$ cat src/rtl/mem_arbiter.sv
// mem_arbiter: shares one memory port between an instruction cache (read-only)
// and a data cache. Accesses are serialised through IDLE -> BUSY -> RESP; when
// both caches request in the same IDLE cycle the grant alternates round-robin.
// Every output is a register, so the memory side sees clean, glitch-free
// strobes and the caches see single-cycle Ready pulses.
//
// Handshake: a cache raises its Strobe with address/direction/data and keeps
// it high until it sees its Ready pulse (exactly one cycle). The arbiter
// samples requests only in IDLE; anything that changes on the request inputs
// after the grant edge is ignored until the access has completed. The memory
// sees MStrobe high for exactly MEM_LATENCY cycles and must present read data
// on MDataIn during the last of those cycles.

module mem_arbiter #(
    parameter int MEM_LATENCY = 4
) (
    input  logic        clk,
    input  logic        reset,
    input  logic        IStrobe,
    input  logic [31:0] IAddress,
    output logic [31:0] IDataIn,
    output logic        IReady,
    input  logic        DStrobe,
    input  logic        DRW,
    input  logic [31:0] DAddress,
    input  logic [31:0] DDataOut,
    output logic [31:0] DDataIn,
    output logic        DReady,
    output logic        MStrobe,
    output logic        MRW,
    output logic [31:0] MAddress,
    output logic [31:0] MDataOut,
    input  logic [31:0] MDataIn,
    output logic [1:0]  dbg_state
);

    typedef enum logic [1:0] {
        IDLE = 2'd0,
        BUSY = 2'd1,
        RESP = 2'd2
    } state_t;

    // Counter is loaded with MEM_LATENCY-1 so that the BUSY cycle in which it
    // reads zero is the last cycle of the memory strobe.
    localparam logic [3:0] LAT_M1 = 4'(MEM_LATENCY - 1);

    state_t     state;
    logic [3:0] count;
    logic       owner_i;   // 1: current access belongs to the I-side
    logic       prefer_i;  // 1: I-side wins the next simultaneous request
    logic       grant_i;

    assign dbg_state = state;

    // I-side wins when it is the only requester, or when both request and it
    // holds the round-robin preference.
    always_comb begin
        grant_i = IStrobe && (!DStrobe || prefer_i);
    end

    // Arbitration FSM with all memory and cache-facing outputs registered.
    always_ff @(posedge clk or posedge reset) begin
        if (reset) begin
            state    <= IDLE;
            count    <= 4'd0;
            owner_i  <= 1'b0;
            prefer_i <= 1'b0;
            MStrobe  <= 1'b0;
            MRW      <= 1'b0;
            MAddress <= 32'd0;
            MDataOut <= 32'd0;
            IReady   <= 1'b0;
            DReady   <= 1'b0;
            IDataIn  <= 32'd0;
            DDataIn  <= 32'd0;
        end else begin
            case (state)
                IDLE: begin
                    if (IStrobe || DStrobe) begin
                        owner_i  <= grant_i;
                        // Preference flips to the other side on every grant,
                        // including uncontested ones.
                        prefer_i <= !grant_i;
                        MStrobe  <= 1'b1;
                        count    <= LAT_M1;
                        state    <= BUSY;
                        if (grant_i) begin
                            MAddress <= IAddress;
                            MRW      <= 1'b0;
                            MDataOut <= 32'd0;
                        end else begin
                            MAddress <= DAddress;
                            MRW      <= DRW;
                            MDataOut <= DDataOut;
                        end
                    end
                end
                BUSY: begin
                    if (count == 4'd0) begin
                        MStrobe <= 1'b0;
                        state   <= RESP;
                        if (owner_i) begin
                            IReady  <= 1'b1;
                            IDataIn <= MDataIn;
                        end else begin
                            DReady <= 1'b1;
                            // A write leaves the last read value in place.
                            if (!MRW) begin
                                DDataIn <= MDataIn;
                            end
                        end
                    end else begin
                        count <= count - 4'd1;
                    end
                end
                RESP: begin
                    IReady <= 1'b0;
                    DReady <= 1'b0;
                    state  <= IDLE;
                end
                default: begin
                    state <= IDLE;
                end
            endcase
        end
    end

endmodule

$ cat config.mk
export PLATFORM = sky130hd
export DESIGN_NAME = mem_arbiter
export DESIGN_NICKNAME = d
export VERILOG_FILES = /design/src/rtl/mem_arbiter.sv
export SDC_FILE = /design/constraint.sdc
export NUM_CORES = 1
export LEC_CHECK = 0
export CORE_ASPECT_RATIO = 1.25
export CORE_UTILIZATION = 40
export DETAILED_ROUTE_END_ITERATION = 10
export PLACE_DENSITY_LB_ADDON = 0.25
export SYNTH_ARGS = -nofsm -noshare
export SYNTH_HDL_FRONTEND = slang
export SYNTH_SLANG_ARGS = --single-unit
$ cat constraint.sdc
create_clock -name clk -period 9.9 [get_ports clk]
set_clock_uncertainty 0.15 [all_clocks]
set_input_delay 2.97 -clock clk [delete_from_list [all_inputs] [get_ports clk]]
set_output_delay 2.97 -clock clk [all_outputs]
set_load 0.005 [all_outputs]
* Word level (Yosys, flattened, before mapping)
Index checks and enable logic that the tools add are counted.
** Storage, ports and cells
- Register bits after elaboration :: 140
- Input port bits :: 133
- Output and inout bits :: 134
- Logic and storage cells :: 57
** Operators by class
- Add/sub/neg operators :: 1
- Eq/ne operators :: 7
- Mux-type cells :: 18
- Bitwise operators :: 2
- Reductions and logical operators :: 17
** Operators by type and width (count)
- two-way mux 32 bit :: 2
- AND reduction 3 bit :: 5
- inequality test 2 bit, second input constant :: 5
- two-way mux 4 bit :: 2
- one-hot mux 4 bit (2 select lines) :: 1
- two-way mux 1 bit :: 7
- one-hot mux 1 bit (2 select lines) :: 3
- logical NOT 4 bit :: 1
- two-way mux 2 bit :: 2
- one-hot mux 2 bit (2 select lines) :: 1
- AND reduction 2 bit :: 2
- AND reduction 4 bit :: 1
- nonzero test 2 bit :: 2
- subtractor 4 x 1 -> 4 bit, second input constant :: 1
- == test 2 x 1 -> 1 bit, second input constant :: 1
- == test 2 bit, second input constant :: 1
- logical NOT 1 bit :: 2
- logical NOT 2 bit :: 1
- logical OR 1 bit :: 2
- NOT 1 bit :: 2
- logical AND 1 bit :: 1

* Longest topological paths before layout
- Word-level depth :: 4
- Mapped depth :: 7
- Mapped depth without buffers :: 5

* Worst setup path before layout
No wires, ideal clock.
- Kind :: in2reg
- Start point :: input DStrobe
- End point :: register MDataOut[10]
- Library setup time :: 0.066 ns
- Arrival time :: 4.127 ns
- Required time :: 9.684 ns
- Setup slack :: 5.557 ns
- Cell stages on the path :: 5
- Path buffers :: 2
- Cell sequence :: a21boi_0 > and2_1 > clkbuf_1 > clkbuf_1 > a22o_1
** On the way
- Cells in the longest elaborated chain, start to end :: 4
- Elaborated cells on any way between the ends :: 6
- Those cells by class :: mux: 1; reduce/logical: 5
** RTL lines
- from (decl) :: RTL line 23 : input logic DStrobe,
- logical NOT 1 bit :: RTL line 58 : grant_i = IStrobe && (!DStrobe || prefer_i);
- logical OR 1 bit :: RTL line 58
- logical AND 1 bit :: RTL line 58
- two-way mux 32 bit :: RTL line 87 : if (grant_i) begin
- to (signal assigned) :: RTL line 94 : MDataOut <= DDataOut;
- to (decl) :: RTL line 32 : output logic [31:0] MDataOut,
Several ways; a longest one is shown, not always the timed one.
A chain may end at the register's enable or synchronous reset.

* Final worst setup path
- Start point :: input DStrobe
- End point :: register MDataOut[19]
Same word-level chain as after synthesis.

==> impl_metrics.json <==
{
  "rr_startpoint": "dbg_state[0]",
  "hold_violations": 0,
  "tns_ps": 0,
  "synth_top_cell_by_area": "dfrtp_1",
  "hold_class": "reg -> reg",
  "yosysMostFrequentCell": "dfrtp_1",
  "holdBufCountCts": 0,
  "grt_pass1_wl_um": 23600,
  "cap_violations": 0,
  "antenna_found_initial": 0,
  "critical_path_required_ps": 10090,
  "yosysWarnings": 0,
  "fin_cells": 817,
  "synth_top_family_by_area": "multiplexers",
  "grt_pass1_vias": 4500,
  "grt.overflow.total": 0,
  "fmax_ghz": 0.177,
  "postRouteAntennaNets": 0,
  "dp.cells": 785,
  "finalSetupViolCount": 0,
  "gr-usage-all-layers_pct": 21.5,
  "syn_area_um2": 5580,
  "crit_type": "in -> reg",
  "die_h_um": 134,
  "synthMuxAreaShare_pct": 14.9,
  "timing.final.crit_share_pct": 57.0,
  "numCtsBuffers": 17,
  "grt_max_degree": 91,
  "clkTransAtPathRegs_ps": 60,
  "area_growth_pct": 59.5,
  "final_cell_area_um2": 8900,
  "drt_wl_total_um": 15000,
  "crit_start": "DStrobe",
  "p_leak_uw": 0.00401,
  "yosysUniqueCellTypes": 37,
  "drt_pass1_iterations": 4,
  "synthArstFlopShare_pct": 100,
  "clockBufferDepth": 2,
  "drive_above_1_share_pct": 15.2,
  "slew_headroom_pct": 18.0,
  "cts_root_buf": "clkbuf_16",
  "io_pins": 267,
  "synth_compound_area_share_pct": 13.1,
  "cts_tree": "done",
  "num_rows": 47,
  "synth_cells": 375,
  "synthXorXnorAreaFrac_pct": 0,
  "dieWidth_um": 108,
  "status": "finished clean",
  "dpl.hpwl_um": 10600,
  "worstMarginPinSlew_ps": 1220,
  "crit_fanout": 34,
  "cts-htree-levels": 4,
  "fin_nets": 768,
  "synth-seq-cells": 140,
  "drc": 0,
  "core_area_um2": 13400,
  "clk_latency_ps": 400,
  "synth_edf_count": 0,
  "wl_per_cell_um": 18.4,
  "io_buffers": 266,
  "synth_area_leaders": "dfrtp_1, mux2_4, a221o_1",
  "yosys.area.top_type_share_pct": 62.8,
  "synth-simple-area-share_pct": 5.70,
  "rsz0062_at_grt": "false",
  "post_cts_resized": 0,
  "ir_drop_mv": 0.163,
  "drtIter0Drc": 232,
  "diodes": 0,
  "placed_cell_area_um2": 8360,
  "post-route-min-period_ps": 5640,
  "synth-adder-area-share_pct": 0.448,
  "synth_commonest_cells": "dfrtp_1, a22o_1, and3_1",
  "gp_congestion": 0.736,
  "vias": 4226,
  "synth_fp_nets": 510,
  "die_area_um2": 14400,
  "worst_ep_arrival_time_ps": 5830,
  "start_kind": "primary input",
  "ys.flop_type": "dfrtp_1",
  "hp-start": "IDataIn[30]",
  "worstSetupEndpointType": "flop",
  "cts_setup_buffers": 0,
  "yosysSeqAreaShare_pct": 62.8,
  "initial_utilization_pct": 41.6,
  "avgSynthCellArea_um2": 14.9,
  "clock_sinks": 140,
  "viasPerCell": 5.17,
  "power_density_nw_per_um2": 312,
  "drv_slew": 0
}
==> report_power, final <==
group          total [µW]  leakage, µW  internal [µW]  switching (µW)
sequential           1030      0.00173            857             177
combinational        1170      0.00203            801             368
clock                 571     0.000244            327             245
==> sequential cells by signal (all words and copies together), names as in the netlist, 2 cells and up <==
| name | count |
|---|---|
| DDataIn | 32 |
| IDataIn | 32 |
| MAddress | 32 |
| MDataOut | 32 |
| count | 4 |
| dbg_state | 2 |
==> layer usage <==
| layer | part of all wire, % | GRT usage, % |
|---|---|---|
| met1 | 39 | 25.2 |
| met2 | 51 | 37.0 |
| met3 | 8.3 | 7.34 |
| met4 | 1.5 | 6.54 |
| met5 | 0 | 0 |
==> cells in the final DEF (no fill, tap or decap), types with 2 or more instances in the layout <==
cell and instances:
a22o_1 33, mux2_4 30, nor2_1 3, inv_1 5
nand2b_1 2, and3_1 33, o21ai_0 4, nor3b_1 2
a221o_1 32, a21o_1 3, buf_4 3, ha_1 2
clkbuf_16 17, clkinvlp_4 7, nand2_1 2, clkdlybuf4s50_1 266
clkinv_2 3, mux2_1 8, mux2_2 26, dfrtp_1 140
inv_6 3
==> kinds of logic (layout without fill, tap and decap cells) <==
| logic type | Yosys count | after routing |
|---|---|---|
| muxes | 64 | 64 |
| adders and majority gates | 2 | 2 |
| DFF | 140 | 140 |
| AOI/OAI and AO/OA | 82 | 82 |
| and+or+nand+nor | 51 | 51 |
| buffers and inverters | 36 | 307 |
==> worst max-delay path: stages <==
cell             delay, ps
clkdlybuf4s50_1        570
a21boi_2               960
and2_1                1050
a22o_1                 270
==> metrics by stage <==
| step | setup slack (ps) | hold slack [ps] | total power (µW) | utilization [%] |
|---|---|---|---|---|
| final | 4260 | 335 | 2770 | 66.4 |
| after global routing | 4090 | 354 | 2940 | 66.4 |
| after CTS | 4300 | 339 | 2810 | 66.4 |
| after detailed placement | 3870 | 326 | 2220 | 62.4 |
| after global placement | 4010 | 321 | 2180 | 62.4 |
| after floorplan | 3030 | 308 | 1500 | - |
==> worst paths after layout <==
check | endpoint | slack [ps] | depth (start not counted)
min | IDataIn[30] | 340 | 1
max in group asynchronous | MAddress[25] | 5510 | 3
min reg2reg | IDataIn[30] | 340 | 1
max | MDataOut[19] | 4260 | 4
min in group asynchronous | MDataOut[21] | 2940 | 2
max reg2reg | MAddress[14] | 6840 | 3
==> cell type report <==
class / count / area (µm²)
clock buffers: 19 / 443
clock inverters: 13 / 93.8
fillers: 1009 / 4510
inverters: 6 / 27.5
multi-input cells: 199 / 1930
flip-flops and latches: 140 / 3500
well taps: 171 / 214
repair buffers: 269 / 2690
No activity file was read; power rests on OpenSTA's default activity.
